===== config.mk =====
export PLATFORM = sky130hd
export DESIGN_NAME = stream_arb_mux
export DESIGN_NICKNAME = d
export VERILOG_FILES = /design/src/rtl/stream_arb_mux.sv
export SDC_FILE = /design/constraint.sdc
export NUM_CORES = 1
export LEC_CHECK = 0
export CORE_AREA = 2 2 232 234
export CTS_CLUSTER_SIZE = 20
export DETAILED_ROUTE_END_ITERATION = 10
export DIE_AREA = 0 0 234 236
export PLACE_DENSITY = 0.42
export SLEW_MARGIN = 20
export SYNTH_ARGS = -nofsm -noshare
export SYNTH_HDL_FRONTEND = slang
export SYNTH_SLANG_ARGS = --single-unit

===== constraint.sdc =====
create_clock -name clock -period 7.2 [get_ports clock]
set_input_delay 1.44 -clock clock [delete_from_list [all_inputs] [get_ports clock]]
set_output_delay 1.44 -clock clock [all_outputs]
set_load 0.05 [all_outputs]

===== src/rtl/stream_arb_mux.sv =====
// Registered N:1 valid/ready stream mux with fixed-priority or round-robin
// arbitration and packet lock: a started multi-beat packet owns the output until its last beat.

module stream_arb_mux_lane #(
  parameter int WIDTH = 32
) (
  input  logic             gnt_i,
  input  logic             rdy_en_i,
  input  logic             valid_i,
  input  logic             last_i,
  input  logic [WIDTH-1:0] data_i,
  output logic             ready_o,
  output logic             xfer_o,
  output logic             last_o,
  output logic [WIDTH-1:0] data_o
);

  // Non-granted lanes contribute zeros so the top can OR-reduce across lanes.
  assign ready_o = gnt_i & rdy_en_i;
  assign xfer_o  = ready_o & valid_i;
  assign last_o  = gnt_i & valid_i & last_i;
  assign data_o  = gnt_i ? data_i : '0;

endmodule

module stream_arb_mux #(
  parameter int WIDTH  = 32,
  parameter int NUM_IN = 16,
  parameter int SEL_W  = 4
) (
  input  logic                    clock,
  input  logic                    reset_n,
  input  logic                    rr_mode,
  input  logic [NUM_IN*WIDTH-1:0] in_data,
  input  logic [NUM_IN-1:0]       in_valid,
  input  logic [NUM_IN-1:0]       in_last,
  output logic [NUM_IN-1:0]       in_ready,
  output logic [WIDTH-1:0]        out_data,
  output logic                    out_valid,
  output logic                    out_last,
  output logic [SEL_W-1:0]        out_sel,
  input  logic                    out_ready,
  output logic                    locked
);

  typedef enum logic {IDLE, LOCKED} state_e;

  typedef struct packed {
    logic [WIDTH-1:0] data;
    logic             last;
    logic [SEL_W-1:0] sel;
  } beat_t;

  state_e           state_q, state_d;
  logic [SEL_W-1:0] lock_idx_q, lock_idx_d;
  logic [SEL_W-1:0] ptr_q, ptr_d;
  logic             mode_q, mode_d;
  beat_t            out_q, out_d;
  logic             out_valid_q, out_valid_d;

  logic                          load, any_valid, rdy_en;
  logic [NUM_IN-1:0]             above_ptr, masked, gnt_oh;
  logic [SEL_W-1:0]              g_idx, g_nxt;
  logic [NUM_IN-1:0]             lane_xfer, lane_last;
  logic [NUM_IN-1:0][WIDTH-1:0]  lane_data;
  logic                          xfer_any, last_g;
  logic [WIDTH-1:0]              data_g;

  function automatic logic [SEL_W-1:0] lowest_idx(input logic [NUM_IN-1:0] vec);
    logic [SEL_W-1:0] r;
    r = '0;
    for (int i = NUM_IN - 1; i >= 0; i--)
      if (vec[i]) r = SEL_W'(i);
    return r;
  endfunction

  assign load      = ~out_valid_q | out_ready;
  assign any_valid = |in_valid;
  // Reset gating keeps every ready low while reset_n is held, even with valids present.
  assign rdy_en    = reset_n & load & ((state_q == LOCKED) | any_valid);

  always_comb begin
    above_ptr = '0;
    for (int i = 0; i < NUM_IN; i++)
      above_ptr[i] = (SEL_W'(i) >= ptr_q);
    masked = in_valid & above_ptr;

    // Round-robin: first valid at/after the pointer, else wrap to the lowest valid.
    if (state_q == LOCKED)          g_idx = lock_idx_q;
    else if (rr_mode && |masked)    g_idx = lowest_idx(masked);
    else                            g_idx = lowest_idx(in_valid);

    gnt_oh = '0;
    for (int i = 0; i < NUM_IN; i++)
      gnt_oh[i] = (SEL_W'(i) == g_idx) & ((state_q == LOCKED) | any_valid);
  end

  assign g_nxt = (g_idx == SEL_W'(NUM_IN - 1)) ? '0 : g_idx + SEL_W'(1);

  for (genvar i = 0; i < NUM_IN; i++) begin : g_lane
    stream_arb_mux_lane #(.WIDTH(WIDTH)) u_lane (
      .gnt_i    (gnt_oh[i]),
      .rdy_en_i (rdy_en),
      .valid_i  (in_valid[i]),
      .last_i   (in_last[i]),
      .data_i   (in_data[i*WIDTH +: WIDTH]),
      .ready_o  (in_ready[i]),
      .xfer_o   (lane_xfer[i]),
      .last_o   (lane_last[i]),
      .data_o   (lane_data[i])
    );
  end

  always_comb begin
    data_g = '0;
    for (int i = 0; i < NUM_IN; i++)
      data_g = data_g | lane_data[i];
  end

  assign xfer_any = |lane_xfer;
  assign last_g   = |lane_last;

  always_comb begin
    state_d     = state_q;
    lock_idx_d  = lock_idx_q;
    ptr_d       = ptr_q;
    mode_d      = mode_q;
    out_d       = out_q;
    out_valid_d = out_valid_q;

    if (load) begin
      out_valid_d = xfer_any;
      if (xfer_any) out_d = '{data: data_g, last: last_g, sel: g_idx};
    end

    // The mode seen at packet start decides whether its completion moves the pointer.
    if (xfer_any) begin
      unique case (state_q)
        IDLE: begin
          if (!last_g) begin
            state_d    = LOCKED;
            lock_idx_d = g_idx;
            mode_d     = rr_mode;
          end else if (rr_mode) begin
            ptr_d = g_nxt;
          end
        end
        LOCKED: begin
          if (last_g) begin
            state_d = IDLE;
            if (mode_q) ptr_d = g_nxt;
          end
        end
        default: state_d = IDLE;
      endcase
    end
  end

  always_ff @(posedge clock or negedge reset_n) begin
    if (!reset_n) begin
      state_q     <= IDLE;
      lock_idx_q  <= '0;
      ptr_q       <= '0;
      mode_q      <= 1'b0;
      out_q       <= '0;
      out_valid_q <= 1'b0;
    end else begin
      state_q     <= state_d;
      lock_idx_q  <= lock_idx_d;
      ptr_q       <= ptr_d;
      mode_q      <= mode_d;
      out_q       <= out_d;
      out_valid_q <= out_valid_d;
    end
  end

  assign out_data  = out_q.data;
  assign out_last  = out_q.last;
  assign out_sel   = out_q.sel;
  assign out_valid = out_valid_q;
  assign locked    = (state_q == LOCKED);

endmodule


==> results of run 1 <==
## layer usage
layer | routed length [um] | track usage [%]
met1 | 31680 | 33.32
met4 | 1697 | 6.770
met2 | 33590 | 41.63
met5 | 41 | 0
met3 | 5251 | 4.727
## Yosys cell counts (3+ instances only)
master and number:
a2111oi_0 10, a32oi_1 15, buf_1 3, inv_1 9
a211oi_1 8, o32a_1 3, ha_1 4, or2_2 3
o21a_1 7, a21oi_2 3, nor3_2 3, a21boi_0 3
a21o_1 5, o22ai_1 15, nor2b_1 5, a21oi_1 74
buf_2 29, a221o_1 10, nand3_1 52, nand2_1 147
nor2_1 63, nor4_1 21, o21ai_0 44, a31oi_1 29
nand4_1 12, clkbuf_1 50, and3_1 30, nand2b_1 4
a311oi_1 5, o21ai_1 6, a222oi_1 7, buf_6 5
dfrtp_1 48, mux2i_1 33, a32o_1 5, mux2_2 6
a22oi_1 58, o221ai_1 3, a221oi_1 39, buf_4 24
nor3_1 24, mux2_4 4, o211ai_1 10, a22o_1 19
o31ai_1 6
## critical path: cells and delay by family
| kind | cells | cell delay, ps |
|---|---|---|
| simple gates | 3 | 700 |
| buf+inv | 3 | 950 |
| fa+ha+maj | 1 | 310 |
| compound gates | 6 | 2020 |
## metrics by stage
step | hold slack, ps | utilization (%)
after floorplan | 472.5 | -
after global placement | 464.2 | 27.06
after detailed placement | 474.6 | 27.06
after CTS | 493.3 | 27.34
after global routing | 518.2 | 27.35
final | 485.7 | 27.36
## layout make-up
| class | instances | share of cell area (%) |
|---|---|---|
| multi-input cells | 837 | 37.27 |
| repair buffers | 684 | 47.08 |
| diodes | 4 | 0.06893 |
| well taps | 696 | 5.997 |
| flip-flops and latches | 48 | 8.272 |
| inverters | 10 | 0.2585 |
| clock buffers | 6 | 0.9564 |
| clock inverters | 2 | 0.09478 |
## worst paths after layout
path,startpoint,to,depth (start not counted)
worst max-delay path,in_valid[2],in_ready[13],13
worst min-delay path,out_data[1]$_DFFE_PN0P_,out_data[1]$_DFFE_PN0P_,2
worst max register to register,ptr_q[1]$_DFFE_PN0P_,out_data[19]$_DFFE_PN0P_,19
worst min register to register,out_data[1]$_DFFE_PN0P_,out_data[1]$_DFFE_PN0P_,2
max in group asynchronous,reset_n,out_data[28]$_DFFE_PN0P_,1
min in group asynchronous,reset_n,out_data[20]$_DFFE_PN0P_,1
## power by group through the flow
| stage | Combinational [mW] | Sequential, mW | Clock, mW |
|---|---|---|---|
| after floorplan | 2.34 | 0.840 | 0 |
| after global placement | 5.34 | 0.547 | 0 |
| after detailed placement | 5.33 | 0.546 | 0 |
| after CTS | 5.35 | 0.543 | 0.300 |
| after global routing | 5.61 | 0.563 | 0.305 |
| final | 5.33 | 0.545 | 0.285 |
## flip-flops by register name, summed over array words and instances (netlist names)
register and count:
out_data 32, out_valid 1, locked 1, mode_q 1, out_sel 4, lock_idx_q 4
out_last 1, ptr_q 4
## kinds of logic (layout without fill, tap and decap cells)
| family | count (synthesis) | in the layout | synth area share, % |
|---|---|---|---|
| multiplexers | 43 | 43 | 6.470 |
| AO/OA/AOI/OAI | 406 | 406 | 41.26 |
| AND/OR/NAND/NOR | 382 | 382 | 25.53 |
| buffers and inverters | 122 | 702 | 8.803 |
| adder cells (fa/ha/maj) | 5 | 5 | 0.8485 |
| other | 0 | 4 | 0 |
| XOR/XNOR | 1 | 1 | 0.1238 |
| flip-flops | 48 | 48 | 16.97 |
==> run metrics, run 1 <==
outcome completed; Sw Share 61.85%; Syn. warnings 0; Peak Freq 145.7 MHz; Area Growth Syn to Fin 105.2%; wire per inst 31.60 um; # Max-Cap Violations 0; share of layout cells above drive strength 1 9.830%; # nets final 2138; vias in the first global route 11788; Non-Filler Instances 2287; GRT Overall Usage 25.21%; Site Rows 85; final worst slack 336.3 ps; Comb pwr share 86.5%; Critical Path RT 5760 ps; type of origin of the critical path input port; RSZ-0062 raised after global routing false; Post-Syn Area 0.007078 mm^2; asr flop ratio synth 100.0%; NetSw 3.813 mW; CTS tree built; Post-DRT Antenna Nets 0; Reg clk slew, reported paths 80 ps; reg2reg setup slack 1500 ps; Chip Height 236 um; multi-input logic area 0.005413 mm^2; most frequent cells in the layout clkdlybuf4s50_1, nand2_1, buf_4; Pins Over Slew Limit 0; #FFs+latches synth 48; Post-DP HPWL 57.85 mm; post-synth top area share 16.97%; final setup fails 0; first-pass GRT wire length 96.80 mm; Via density 4.966; grt total ovfl 0; number of fillers in the final layout 5862; die width 234 um; post-CTS sizing 0; Flop pwr share 8.8%; Slew @ Worst Pin 1202 ps; post-synthesis cell type count 79; Internal 2.352 mW; Root Driver clkbuf_16; placed cell count 2275; Main synth FF type dfrtp_1; I/O Buffers 602; Max VDD drop 0.2198 mV; Power Dens Cells 424.5 mW/mm^2; final WL 72.26 mm; worst hold path class reg -> reg; Hold Buf Count CTS 0; DR pass1 iterations 5; CP endpoint kind output pin; Design Area, Final 0.01452 mm^2; Pleak 5.305 nW; Synth area leader dfrtp_1; Largest stage delay, worst path 550 ps; total power 6.165 mW; Skew-Pair Late Insertion Delay 330 ps; IO Pins 603; CTS Buffer Depth 2; vias 11358; drt drc 0; DRT iter0 DRCs 840; Setup TNS 0 ps; CTS sink count 48; Setup WS pre-CTS 189.8 ps; Mean Syn Cell Area 7.029 um^2; Crit Path Category in -> out; CP max FO 9; Final Cycle Share 95.33%; Sequential Area 0.001201 mm^2; sequential share of the synthesized area 16.97%; gate count of the mapped netlist 1007; Hold Violations, Final 0; commonest non-fill, non-tap cell in the layout clkdlybuf4s50_1; Post-synth EDFFs 0; clock power share 4.6%; Final Wtd Congestion 0.8938; critical-path cell list clkdlybuf4s50_1 > a21boi_1 > o21ai_1 > nand2_1 > o41ai_4 > nor4_1 > a221oi_1 > buf_4 > ha_1 > o21a_1 > o211ai_1 > nor3_1 > buf_12; largest cells by area after synthesis dfrtp_1, nand2_1, a22oi_1; Starting Density 13.34%; initial antenna violation count 13; Core ar. 0.05307 mm^2; crit path time final 6864 ps; die area 0.05522 mm^2; setup bufs post-CTS 0; Syn Nets 1559; clk_skew 6.871 ps; CTS Buf Count 5; Cell Area, Placed 0.01436 mm^2; H-tree depth 2; largest net degree at the start of global routing 51; Slowest cell on crit path clkdlybuf4s50_1; crit path DAT 5420 ps; Max-Slew Margin vs Limit 19.59%
Power figures use the tool's default switching activity.
==> inputs of run 2 (changes only) <==
GPL_TIMING_DRIVEN = 0   (was not set)
==> run 2 against run 1 <==
  * Largest cell class unchanged
  * Flip-flop and latch count stayed put
  * Critical path depth rose by 9
  * Combinational power rose by 11%
  * Utilization is essentially flat
  * Routed wire length is 21% higher
  * Highest routed layer unchanged
  * Sequential share of layout area hardly changed
  * Register-to-register slack got worse by 680 ps
==> run metrics, run 2 (synthesized netlist as in run 1, its figures left out) <==
I/O Buffers 592; Post-DRT Antenna Nets 0; max reg flops 32; largest net degree at the start of global routing 30; die width 234 um; commonest non-fill, non-tap cell in the layout clkdlybuf4s50_1; # nets final 2182; Post-DP HPWL 69.76 mm; Final Cycle Share 99.60%; Max VDD drop 0.2108 mV; Area Growth Syn to Fin 105.2%; wire per inst 37.52 um; CP endpoint kind register; Reg clk slew, reported paths 90 ps; placed cell count 2313; Pleak 5.376 nW; Critical Path RT 7400 ps; worst setup path start in_valid[13]; CTS tree built; Non-Filler Instances 2330; number of fillers in the final layout 5909; RSZ-0062 raised after global routing false; DRT iter0 DRCs 1334; worst r2r src ptr_q[3]$_DFFE_PN0P_; first-pass GRT wire length 113.5 mm; Skew-Pair Late Insertion Delay 350 ps; drt drc 0; Chip Height 236 um; IO Pins 603; worst hold path class reg -> reg; die area 0.05522 mm^2; Final Wtd Congestion 0.9097; crit path time final 7171 ps; initial antenna violation count 15; final WL 87.43 mm; outcome completed; Pins Over Slew Limit 0; post-layout util 27.37%; Power Dens Cells 464.0 mW/mm^2; Hold Path Origin out_data[6]$_DFFE_PN0P_; CP max FO 10; GRT Overall Usage 30.66%; Slew @ Worst Pin 1216 ps; Max-Slew Margin vs Limit 18.94%; Crit Path Category in -> reg; Root Driver clkbuf_16; H-tree depth 2; Core ar. 0.05307 mm^2; vias in the first global route 12583; crit path DAT 7370 ps; clk_skew 12.69 ps; # Max-Cap Violations 0; Design Area, Final 0.01452 mm^2; grt total ovfl 0; Setup WS pre-CTS -3392 ps; vias 12291; share of layout cells above drive strength 1 11.22%; Hold Violations, Final 0; final setup fails 0; Peak Freq 139.4 MHz; CTS Buffer Depth 2; final hold slack 487.9 ps; DR pass1 iterations 5; CTS sink count 48; Cell Area, Placed 0.01417 mm^2; Starting Density 13.34%; most frequent cells in the layout clkdlybuf4s50_1, nand2_1, a21oi_1; Site Rows 85; final worst slack 28.57 ps; CTS Buf Count 5; type of origin of the critical path input port; Via density 5.275
[run 2: metrics by stage]
step	total power, mW	TNS [ps]
2_1_floorplan	3.181	0
3_3_place_gp	6.140	-120210
3_5_place_dp	6.272	-76110
4_1_cts	6.656	0
5_1_grt	6.937	0
6_report	6.739	0
[run 2: path summary, 6_finish.rpt]
kind	to	depth (start not counted)	slack [ps]
worst min register to register	out_data[6]$_DFFE_PN0P_	2	490
max in group asynchronous	out_data[1]$_DFFE_PN0P_	2	5630
min in group asynchronous	out_data[20]$_DFFE_PN0P_	1	1000
worst max register to register	out_data[1]$_DFFE_PN0P_	22	820
worst max-delay path	out_data[1]$_DFFE_PN0P_	22	30
worst min-delay path	out_data[6]$_DFFE_PN0P_	2	490
[run 2: report_power, final]
group | switching [mW] | internal (mW) | leakage (nW) | total, mW
sequential | 0.0900 | 0.409 | 0.560 | 0.499
clock | 0.160 | 0.141 | 0.0773 | 0.301
combinational | 4.20 | 1.74 | 4.74 | 5.94
[run 2: final cells by class]
| class | instances | area, um^2 | share of cell area [%] |
|---|---|---|---|
| Inverter | 10 | 37.54 | 0.2585 |
| Sequential cell | 48 | 1201 | 8.271 |
| Tap cell | 696 | 870.8 | 5.996 |
| Clock buffer | 6 | 138.9 | 0.9563 |
| Multi-Input combinational cell | 837 | 5429 | 37.38 |
| Buffer | 109 | 641.9 | 4.420 |
| Clock inverter | 2 | 13.76 | 0.09477 |
| Timing Repair Buffer | 619 | 6182 | 42.57 |
| Antenna cell | 3 | 7.507 | 0.05169 |
[run 2: timing repair]
item	4_1_cts	5_1_grt
endpoints found under the hold margin	0	0
hold buffers	0	0
cloned	0	0
endpoints found under the setup margin	56	9
resized for setup	80	13
buffers inserted	8	1
pin swaps	6	0
[run 2: critical path, cell delays in order]
cell and delay [ps]:
dlygate4sd2_1 390, nand2b_1 220, a21o_1 200, a21bo_2 260, o41ai_4 370, buf_4 250, nor4_1 70, a221oi_2 240
buf_4 200, inv_1 90, ha_4 230, o21a_1 130, clkbuf_2 340, a22oi_2 250, buf_4 180, buf_4 220
nor2_1 140, clkbuf_1 520, a2bb2oi_1 480, o21ai_0 250, nor3_1 670, o21ai_0 160
[run 2: routing by layer]
metal	track usage [%]	vias up	routed length, um
met5	0	-	39
met4	9.014	6	2443
met3	6.625	114	7628
met2	50.34	821	40440
met1	39.91	6158	36890
li1	-	5192	-
==> inputs of run 3 (changes only) <==
CORE_AREA = 2 2 234 236   (was 2 2 232 234)
DIE_AREA = 0 0 236 238   (was 0 0 234 236)
GPL_ROUTABILITY_DRIVEN = 0   (was not set)
PLACE_DENSITY = 0.44   (was 0.42)
SYNTH_HIERARCHICAL = 1   (was not set)
==> run 3 against run 2 <==
  * The run now ends with setup timing left
  * Sequential power shrank 4.2%
  * Total power shrank 36%
  * Worst setup slack lost 75 ps
  * Synthesized cell count grew 12%
  * Area after synthesis grew 18%
  * Design area grew 7.5%
  * Die area grew 1.7%
  * Critical path type is now in -> out
  * Flip-flop and latch count is the same
==> run metrics, run 3 <==
Hold Path Origin out_data[22]$_DFFE_PN0P_; failing checks setup timing; Final Cycle Share 100.6%; Root Driver clkbuf_16; Post-DRT Antenna Nets 0; Critical Path RT 5760 ps; initial antenna violation count 13; final worst slack -46.25 ps; Mean Syn Cell Area 7.449 um^2; crit path time final 7246 ps; grt total ovfl 0; cell family with most CP delay simple AND/OR/NAND/NOR gates; CP endpoint kind output pin; post-layout util 29.17%; final WL 56.24 mm; Largest stage delay, worst path 800 ps; share of layout cells above drive strength 1 38.81%; final setup fails 2; total power 4.345 mW; Site Rows 85; IO Pins 603; gate count of the mapped netlist 1123; reg2reg setup slack 1890 ps; NetSw 2.400 mW; sequential share of the synthesized area 14.36%; Hold Path End out_data[22]$_DFFE_PN0P_; asr flop ratio synth 100.0%; wire per inst 23.00 um; Power Dens Cells 278.4 mW/mm^2; Slowest cell on crit path clkdlybuf4s50_1; first-pass GRT wire length 78.53 mm; post-synthesis cell type count 72; Pleak 6.570 nW; H-tree depth 2; CTS Buffer Depth 2; Post-Syn Area 0.008366 mm^2; Post-DP HPWL 47.49 mm; Crit Path Category in -> out; Syn. warnings 6; CP max FO 8; CTS sink count 48; Post-synth EDFFs 0; GRT Overall Usage 19.25%; die width 236 um; worst r2r src ptr_q[2]$_DFFE_PN0P_; placed cell count 2430; type of origin of the critical path input port; RR Endpoint mode_q$_DFFE_PN0P_; most frequent cells in the layout clkdlybuf4s50_1, and2_2, nor4_1; # nets final 2292; largest net degree at the start of global routing 48; Peak Freq 138.0 MHz; commonest non-fill, non-tap cell in the layout clkdlybuf4s50_1; Cell Area, Placed 0.01544 mm^2; Skew-Pair Late Insertion Delay 310 ps; RSZ-0062 raised after global routing true; Flop pwr share 11.0%; Comb pwr share 83.4%; vias 10472; Slew @ Worst Pin 1021 ps; Starting Density 15.64%; DRT iter0 DRCs 488; crit path DAT 5810 ps; max reg flops 32; outcome finished with violations; Sw Share 55.25%; Main synth FF type dfrtp_1; Sequential Area 0.001201 mm^2; most frequent cells after synthesis and2_2, nor4_1, nand2_1; Setup WS pre-CTS -22.54 ps; number of fillers in the final layout 5849; # Max-Cap Violations 0; Reg clk slew, reported paths 60 ps; Non-Filler Instances 2445; Via density 4.283; Max VDD drop 0.1378 mV; critical-path cell list clkdlybuf4s50_1 > or2_2 > o311ai_4 > a41oi_2 > nor2_2 > mux2i_1 > o21ai_4 > inv_4 > ha_1 > inv_1 > nor2_2 > and2_2 > clkdlybuf4s50_1; Pins Over Slew Limit 0; DR pass1 iterations 5; Hold Crit Depth 2; worst path buffer plus inverter count 4; worst-case reg-to-reg path depth 16; drt drc 0; Design Area, Final 0.01561 mm^2; #FFs+latches synth 48; Synth area leader and2_2; multi-input logic area 0.006843 mm^2; worst hold path class reg -> reg; die area 0.05617 mm^2; vias in the first global route 11220; most frequent cell after synthesis and2_2; Max-Slew Margin vs Limit 31.33%; Setup TNS -89.17 ps; largest cells by area after synthesis and2_2, dfrtp_1, nor4_1; clock power share 5.5%; CTS tree built; post-synth top area share 47.38%; Core ar. 0.05350 mm^2; final hold slack 472.4 ps; Chip Height 238 um; Hold Violations, Final 0; clk_skew 15.57 ps; Internal 1.944 mW; I/O Buffers 602; Syn Nets 1673; CTS Buf Count 5; Area Growth Syn to Fin 86.54%
-- run 3: cells by family (layout without fill, tap and decap cells) --
family / Yosys count / after routing / synth area share, %
compound gates: 71 / 71 / 7.224
fa+ha+maj: 2 / 2 / 0.2991
buf+inv: 74 / 693 / 4.397
flops: 48 / 48 / 14.36
mux: 4 / 4 / 0.5235
other cells: 0 / 7 / 0
simple gates: 924 / 924 / 73.20
-- run 3: how the worst max path moves through the flow --
stage                  from      endpoint  slack [ps]  cells past startpoint
2_1_floorplan  in_valid[11]  in_ready[10]        2270                     11
3_3_place_gp        reset_n   in_ready[8]        -680                      5
3_5_place_dp   in_valid[11]  in_ready[10]         -20                     13
4_1_cts        in_valid[11]  in_ready[10]         -40                     13
5_1_grt        in_valid[11]  in_ready[10]        -130                     13
6_report       in_valid[11]  in_ready[10]         -50                     13
-- run 3: cell type report --
cell class / instances / area share (%)
multi-input cells: 1001 / 43.85
diodes: 7 / 0.1123
inverters: 13 / 0.3287
plain buffers: 61 / 2.029
repair buffers: 612 / 39.52
flip-flops and latches: 48 / 7.697
clock inverters: 2 / 0.08018
clock buffers: 5 / 0.8018
well taps: 696 / 5.580
-- run 3: power by group through the flow --
stage	Clock, mW	Sequential (mW)	Combinational [mW]
floorplan	0	0.794	1.71
global placement	0	0.478	3.63
detailed placement	0	0.482	3.70
CTS	0.251	0.479	3.71
global route	0.262	0.495	3.94
finish	0.241	0.478	3.63
-- run 3: what timing repair did --
action / in CTS / in global routing
buffers inserted: 0 / 1
setup endpoints to repair: 2 / 4
gates resized for setup: 0 / 0
pin swaps: 0 / 1
hold buffers: 0 / 0
-- run 3: metal layers --
layer  routed length, um  up-vias  track usage (%)
li1                    -     5097                -
met1               23840     4924            23.31
met2               27730      389            34.58
met3                3755       52            4.951
met4                 847       10            3.146
met5                  63        -                0
-- run 3: tightest hold or removal path: stages (launching register included) --
cell and delay [ps]:
dfrtp_1 340, nand2_1 50, nand2_1 50
